### config.mk
export PLATFORM = sky130hd
export DESIGN_NAME = imgproc_stream
export DESIGN_NICKNAME = d
export VERILOG_FILES = /design/src/rtl/imgproc_stream.sv
export SDC_FILE = /design/constraint.sdc
export NUM_CORES = 1
export LEC_CHECK = 0
export CAP_MARGIN = 20
export CORE_ASPECT_RATIO = 1.75
export CORE_MARGIN = 4
export CORE_UTILIZATION = 30
export CTS_BUF_LIST = sky130_fd_sc_hd__clkbuf_8
export DETAILED_ROUTE_END_ITERATION = 10
export PLACE_DENSITY_LB_ADDON = 0.3
export SYNTH_ARGS = -nofsm -noshare
export SYNTH_HDL_FRONTEND = slang
export SYNTH_SLANG_ARGS = --single-unit
### constraint.sdc
create_clock -name clk -period 6.1 [get_ports clk]
set_input_delay 0.61 -clock clk [delete_from_list [all_inputs] [get_ports clk]]
set_output_delay 0.61 -clock clk [all_outputs]
set_load 0.01 [all_outputs]
### src/rtl/imgproc_stream.sv
// -----------------------------------------------------------------------------
// imgproc_stream
//   Streams an IMG_W x IMG_H frame of packed 24-bit RGB pixels from a pattern
//   memory (request / orig_ready handshake) and emits one processed 8-bit pixel
//   per input pixel towards a result memory, then raises finish.
//
//   Modes (latched on start): 0 average, 1 luminance, 2 max channel,
//   3 luminance thresholded against THRESH.
//
//   Pipeline: accept register -> stage 1 (sum / products / max)
//             -> stage 2 (mode select, output register).
//   A pixel accepted at edge k is presented with imgproc_ready=1 after k+2.
//
// Ports
//   clk            clock, all state on rising edge
//   rst            asynchronous active-high reset
//   start          one-cycle pulse, honoured only in IDLE or DONE
//   mode[1:0]      processing mode, sampled with start
//   orig_data[23:0]{R,G,B} pixel for orig_addr
//   orig_ready     orig_data valid this cycle
//   request        read request for orig_addr
//   orig_addr      input pixel index (raster order)
//   imgproc_ready  one-cycle pulse: imgproc_addr/imgproc_data valid
//   imgproc_addr   output pixel index
//   imgproc_data   processed pixel
//   finish         frame complete, held until the next start
// -----------------------------------------------------------------------------
module imgproc_stream #(
    parameter int IMG_W      = 128,
    parameter int IMG_H      = 128,
    parameter int WAIT_LIMIT = 4,
    parameter int THRESH     = 128,
    localparam int AW        = $clog2(IMG_W * IMG_H)
) (
    input  logic          clk,
    input  logic          rst,
    input  logic          start,
    input  logic [1:0]    mode,
    input  logic [23:0]   orig_data,
    input  logic          orig_ready,
    output logic          request,
    output logic [AW-1:0] orig_addr,
    output logic          imgproc_ready,
    output logic [AW-1:0] imgproc_addr,
    output logic [7:0]    imgproc_data,
    output logic          finish
);

    localparam int            N    = IMG_W * IMG_H;
    localparam int            WW   = $clog2(WAIT_LIMIT + 1);
    localparam logic [AW-1:0] LAST = AW'(N - 1);

    typedef enum logic [1:0] {S_IDLE, S_FETCH, S_DRAIN, S_DONE} state_t;

    state_t          r_state, w_state_next;
    logic            w_request, w_finish;
    logic            w_start_ok, w_accept, w_last;

    logic [WW-1:0]   r_wait;
    logic [AW-1:0]   r_orig_addr;
    logic [1:0]      r_mode;

    // accept register
    logic            r_v0;
    logic [23:0]     r_pix0;
    logic [AW-1:0]   r_a0;
    // stage 1
    logic            r_v1;
    logic [9:0]      r_sum1;
    logic [15:0]     r_lum1;
    logic [7:0]      r_max1;
    logic [AW-1:0]   r_a1;
    // stage 2 (output)
    logic            r_rdy2;
    logic [AW-1:0]   r_a2;
    logic [7:0]      r_data2;

    logic [15:0]     w_r16, w_g16, w_b16, w_lum;
    logic [9:0]      w_sum;
    logic [7:0]      w_max;
    logic [7:0]      w_result;

    assign w_start_ok = start && (r_state == S_IDLE || r_state == S_DONE);
    // A withheld pixel is forced through once the wait counter reaches the limit.
    assign w_accept   = (r_state == S_FETCH) && (orig_ready || r_wait == WW'(WAIT_LIMIT));
    assign w_last     = w_accept && (r_orig_addr == LAST);

    // ---------------- FSM: state register ----------------
    always_ff @(posedge clk or posedge rst) begin
        if (rst) r_state <= S_IDLE;
        else     r_state <= w_state_next;
    end

    // ---------------- FSM: next state ----------------
    always_comb begin
        w_state_next = r_state;
        case (r_state)
            S_IDLE:  if (start) w_state_next = S_FETCH;
            S_FETCH: if (w_last) w_state_next = S_DRAIN;
            // Both pipeline stages empty means the last output is on the bus now.
            S_DRAIN: if (!r_v0 && !r_v1) w_state_next = S_DONE;
            S_DONE:  if (start) w_state_next = S_FETCH;
            default: w_state_next = S_IDLE;
        endcase
    end

    // ---------------- FSM: outputs ----------------
    always_comb begin
        w_request = 1'b0;
        w_finish  = 1'b0;
        case (r_state)
            S_FETCH: w_request = 1'b1;
            S_DONE:  w_finish  = 1'b1;
            default: ;
        endcase
    end

    // ---------------- fetch side ----------------
    always_ff @(posedge clk or posedge rst) begin
        if (rst) begin
            r_wait      <= '0;
            r_orig_addr <= '0;
            r_mode      <= 2'd0;
        end else begin
            if (w_start_ok) begin
                r_wait      <= '0;
                r_orig_addr <= '0;
                r_mode      <= mode;
            end else begin
                if (w_accept)
                    r_wait <= '0;
                else if (r_state == S_FETCH && !orig_ready)
                    r_wait <= r_wait + WW'(1);
                if (w_accept)
                    r_orig_addr <= w_last ? '0 : r_orig_addr + AW'(1);
            end
        end
    end

    // ---------------- stage 1 arithmetic ----------------
    assign w_r16 = {8'd0, r_pix0[23:16]};
    assign w_g16 = {8'd0, r_pix0[15:8]};
    assign w_b16 = {8'd0, r_pix0[7:0]};
    assign w_lum = 16'd77 * w_r16 + 16'd150 * w_g16 + 16'd29 * w_b16;
    assign w_sum = {2'b00, r_pix0[23:16]} + {2'b00, r_pix0[15:8]} + {2'b00, r_pix0[7:0]};

    always_comb begin
        w_max = r_pix0[23:16];
        if (r_pix0[15:8] > w_max) w_max = r_pix0[15:8];
        if (r_pix0[7:0]  > w_max) w_max = r_pix0[7:0];
    end

    // ---------------- stage 2 mode select ----------------
    always_comb begin
        w_result = 8'd0;
        case (r_mode)
            2'd0: w_result = 8'(r_sum1 / 10'd3);
            2'd1: w_result = 8'(r_lum1 >> 8);
            2'd2: w_result = r_max1;
            2'd3: w_result = ((r_lum1 >> 8) >= 16'(THRESH)) ? 8'hFF : 8'h00;
            default: w_result = 8'd0;
        endcase
    end

    // ---------------- pipeline registers ----------------
    always_ff @(posedge clk or posedge rst) begin
        if (rst) begin
            r_v0    <= 1'b0;
            r_pix0  <= '0;
            r_a0    <= '0;
            r_v1    <= 1'b0;
            r_sum1  <= '0;
            r_lum1  <= '0;
            r_max1  <= '0;
            r_a1    <= '0;
            r_rdy2  <= 1'b0;
            r_a2    <= '0;
            r_data2 <= '0;
        end else begin
            r_v0 <= w_accept;
            if (w_accept) begin
                r_pix0 <= orig_ready ? orig_data : 24'h000000;
                r_a0   <= r_orig_addr;
            end
            r_v1 <= r_v0;
            if (r_v0) begin
                r_sum1 <= w_sum;
                r_lum1 <= w_lum;
                r_max1 <= w_max;
                r_a1   <= r_a0;
            end
            r_rdy2 <= r_v1;
            if (r_v1) begin
                r_data2 <= w_result;
                r_a2    <= r_a1;
            end
        end
    end

    assign request       = w_request;
    assign finish        = w_finish;
    assign orig_addr     = r_orig_addr;
    assign imgproc_ready = r_rdy2;
    assign imgproc_addr  = r_a2;
    assign imgproc_data  = r_data2;

endmodule

# Yosys cells after proc, flatten, opt, wreduce, memory -nomap -nowiden

Cells that the tools add are included.

Multiply operators: 3
Equal/unequal tests: 11
Mux-type cells: 17
Reductions and logical operators: 16
Add/sub/neg operators: 6
$lt $le $gt $ge: 3
Divide/modulo/power cells: 1

Operators with widths:

| operator              | count |
|---|---|
| $mux 14               | 3 |
| $pmux 8 s4            | 1 |
| $mul 7x8->15 const A  | 2 |
| $mux 24               | 1 |
| $mux 8                | 3 |
| $add 15x16->16        | 1 |
| $add 16x13->16        | 1 |
| $gt 8x8->1            | 2 |
| $add 14x1->14 const B | 1 |
| $eq 14x14->1 const B  | 1 |
| $mul 5x8->13 const A  | 1 |
| $add 9x8->10          | 1 |
| $div 10x2->10 const B | 1 |
| $add 8x8->9           | 1 |
| $mux 3                | 3 |
| $eq 2x2->1 const B    | 4 |
| $ge 8x8->1 const B    | 1 |
| $mux 2                | 3 |
| $pmux 2 s3            | 1 |
| $logic_and 1x1->1     | 5 |
| $eq 2x1->1 const B    | 2 |
| $logic_not 2->1       | 2 |
| $ne 2x2->1 const B    | 2 |
| $add 3x1->3 const B   | 1 |
| other kinds (9)       | 13 |

Input bits: 30
Output and inout port bits: 39
Word-level logic and storage cells: 72
Flip-flop bits (word level): 132

# Longest topological paths before layout

Depth after elaboration: 7
Depth in mapped cells: 26
Mapped depth without buffers: 26

# Worst setup path after synthesis

No wires, ideal clock.

Kind: register to register
Start: reg r_pix0[12]
End: reg r_lum1[14]
Cell stages (with the launch flop): 24
Path buffers: 0
Library setup time: 125 ps
Clock period less this slack: 6509 ps
Path slack: -409 ps
Data required time: 5975 ps
Arrival: 6384 ps
Cell sequence: dfrtp_1 ha_1 ha_1 inv_1 fa_1 fa_1 inv_1 ha_1 xor2_1 fa_1 inv_1 fa_1 fa_1 inv_1 fa_1 ha_1 a21o_1 a21oi_1 nor2b_1 a211o_1 a211oi_1 o21bai_1 xor2_1 mux2_2

Cells in the longest elaborated chain, start to end: 3

RTL lines:

| item                   | line | source |
|---|---|---|
| from (decl)            | 65   | `logic [23:0] r_pix0;` |
| from (signal assigned) | 182  | `r_pix0 <= orig_ready ? orig_data : 24'h000000;` |
| $mul 7x8->15           | 144  | `assign w_lum = 16'd77 * w_r16 + 16'd150 * w_g16 + 16'd29 * w_b16;` |
| $add 15x16->16         | 144  |  |
| $add 16x13->16         | 144  |  |
| to (signal assigned)   | 188  | `r_lum1 <= w_lum;` |
| to (decl)              | 70   | `logic [15:0] r_lum1;` |

Every way passes these cells.
A chain may end at the register's enable or synchronous reset.

# Worst setup path after layout

Start: reg r_pix0[11]
End: reg r_lum1[14]

Same word-level chain as after synthesis.

==> flow_summary.toml <==
[die]
initial_core_util_pct = 30.5
ios = 69
design.die.area_um2 = 36100
die_height_um = 248
rows = 87
die_w_um = 145
fp.coreArea_um2 = 32400

[setup_path]
start_kind = "register"
critPathArrivalTime_ns = 6.50
r2r_slack_ns = -0.03
crit_buf_inv = 6
end_kind = "register"
r2r_cells = 24
crit_slowest_cell = "fa_1"
worstPathRequired_ns = 6.47
crit_chain = "buf_6 -> ha_4 -> ha_4 -> ha_4 -> inv_2 -> fa_1 -> inv_2 -> ha_4 -> a21o_1 -> xor2_2 -> fa_1 -> inv_2 -> fa_1 -> fa_1 -> inv_1 -> fa_1 -> ha_4 -> buf_6 -> and4_1 -> a211o_1 -> a211oi_2 -> o21bai_1 -> xor2_1 -> mux2_4"
max_stage_delay_ns = 0.52
critPathKind = "register to register"
path_max_fanout = 3
crit_family = "adder cells"
reg2reg_from = "r_pix0[11]"
timing.rr.end = "r_lum1[14]"

[timing]
clock_skew_ns = 0.0201
setup-violations-final = 2
slew_violations = 0
hold_ws_ns = 0.475
fmax_ghz = 0.163
post-route-min-period_ns = 6.13
relSlewSlack_pct = 38.9
rsz0062_at_grt = "true"
setup_ws_ns = -0.0264
min_period_over_period_pct = 100
tightest_slew_ns = 0.917
hold_violations = 0

[detailed_routing]
vias = 7294
wire_per_inst_um = 17.1
drt_iter0_drc = 312
wl_um = 25600
ant_nets = 0
first_pass_iters = 4
drc = 0
vias_per_cell = 4.87

[status]
outcome = "finished with violations"
failed_checks = "negative setup slack"

[synthesis]
ys_seq_area_share_pct = 31.3
syn_area_um2 = 9900
synth-simple-area-share_pct = 9.73
synthCells = 996
synth.net_count = 1205
synth_seq_cells = 124
synth_cell_types = 71
synthAdderAreaFrac_pct = 27.5
yosys_warnings = 0
ys_async_sr_fraction_pct = 100
syn_area_per_cell_um2 = 9.94
synth_edf_count = 0
synthMuxAreaShare_pct = 8.09
yosys_most_used_dff = "dfrtp_1"
synthXorXnorAreaFrac_pct = 3.10
synth_compound_area_share_pct = 13.3
synth_top_family_by_area = "adder cells"

[clocking]
cts_buffer_depth = 2
clkSinkCount = 124
path_clk_slew_ns = 0.09
htreeDepth = 4
numCtsBuffers = 17
root_buffer = "clkbuf_8"
cts_tree = "built"
postCtsHoldBufs = 0
worst_skew_pair.late_latency_ns = 0.48

[grt]
grt_pass1_vias = 7827
gr-total-overflow = 0
antenna_found_initial = 1
grt_pass1_wl_um = 41600
grtUsageTotal_pct = 14.7
grt_max_degree = 68

[min_path]
hold_path_class = "register to register"
whs_endpoint = "r_a0[8]"
min_path_cells = 2
min_from = "r_a0[8]"

[cells_and_area]
layout.cells.non_filler = 1497
layout.nets = 1293
area_delta_synth_final_pct = 19.5
ff_latch_area_um2 = 3110
drive_gt1_share_pct = 14.5
layout_common_cells = "inv_1 (136), dfrtp_1 (120), nand2_1 (109)"
final_common_cell = "inv_1"
final_util_pct = 36.5
multi_input_area_um2 = 6330
fillers = 3271

[job]
max_cap_viol_count = 0

[place]
gp_congestion = 0.808
placed_cells = 1458
hpwlAfterDp_um = 19700
io_buffers = 68
==> area by class of cell <==
class / instances / area share [%]
inverter: 143 / 4.56
multi-input combinational: 696 / 53.5
timing repair buffer: 102 / 8.21
sequential: 124 / 26.3
antenna: 1 / 0.0212
tap: 400 / 4.23
clock inverter: 14 / 1.25
clock buffer: 17 / 1.98
==> state kept, by name, summed over array words and instances (netlist names), 2 cells and up <==
register and flops:
r_wait 3, r_lum1 8, r_pix0 24, imgproc_data 8, orig_addr 14, r_a0 14, r_max1 8, r_state 2
r_mode 2, imgproc_addr 14, r_sum1 10, r_a1 14
==> layer usage <==
metal | vias to the layer above | global-route usage (%) | routed length (µm)
met1 | 3588 | 15.4 | 9550
met2 | 115 | 28.5 | 14400
li1 | 3557 | - | -
met5 | - | 0 | 0
met4 | 0 | 6.54 | 878
met3 | 34 | 2.71 | 828
==> worst register-to-register path, stage by stage, from the launching register on <==
cell and delay, ns:
dfrtp_2 0.41, buf_6 0.12, ha_4 0.27, ha_4 0.20
ha_4 0.26, inv_2 0.03, fa_1 0.48, inv_2 0.05
ha_4 0.21, a21o_1 0.19, xor2_2 0.15, fa_1 0.51
inv_2 0.04, fa_1 0.46, fa_1 0.50, inv_1 0.05
fa_1 0.52, ha_4 0.21, buf_6 0.11, and4_1 0.17
a211o_1 0.33, a211oi_2 0.23, o21bai_1 0.10, xor2_1 0.16
mux2_4 0.26
==> repair_timing <==
item,in CTS,in global routing
cloned,0,0
setup endpoints to repair,4,5
pin swaps,25,18
gates resized for setup,17,18
buffers inserted,5,1
==> cell families after synthesis <==
logic type                 after synthesis
DFF                                    124
buffers and inverters                  176
and+or+nand+nor                        210
xor gates and xnor gates                35
AOI/OAI and AO/OA                      200
muxes                                   72
adders and majority gates              179
==> cell usage after synthesis (all sizes together), types with 4 or more instances <==
cell type  count  area share [%]
clkbuf        22            0.83
a211oi         8            0.66
ha           115              15
nor3           5            0.25
o21bai        10            0.76
nor2b         10            0.63
inv          142             5.4
xnor2         19             1.7
a21oi         42             2.2
xor2          16             1.4
mux2          51             5.8
buf           11            0.75
o21ai         66             3.3
a22o           6            0.53
dfrtp        124              31
o31ai          4            0.30
nand2b         7            0.44
a21o          16             1.2
a22oi          4            0.35
and3           7            0.44
a2111oi        4            0.42
o21a           8            0.61
mux2i         20             2.0
nor2          38             1.5
fa            64              13
nand2        109             4.1
a31oi          5            0.32
nand4          5            0.32
nand3         10            0.51
==> per-stage QoR <==
stage | setup WS [ns] | TNS (ns) | cell area (µm²)
final | -0.0264 | -0.0388 | 11800
after global placement | -0.0829 | -0.0829 | 11200
after global routing | -0.237 | -0.947 | 11800
after detailed placement | -0.163 | -0.243 | 11200
after floorplan | 0.0292 | 0 | 9960
after CTS | -0.149 | -0.302 | 11700
==> worst max path at each step <==
stage | startpoint | to | slack (ns) | depth (start not counted)
finish | r_pix0[11] | r_lum1[14] | -0.03 | 24
CTS | r_pix0[13] | r_lum1[14] | -0.15 | 24
floorplan | r_pix0[14] | r_lum1[14] | 0.03 | 23
global route | r_pix0[11] | r_lum1[14] | -0.24 | 25
global placement | r_pix0[11] | r_lum1[14] | -0.08 | 24
detailed placement | r_pix0[11] | r_lum1[14] | -0.16 | 24
Power is left out: the tool's default activity adds up to more than one toggle a clock period on the data nets, which glitch-free logic cannot reach.
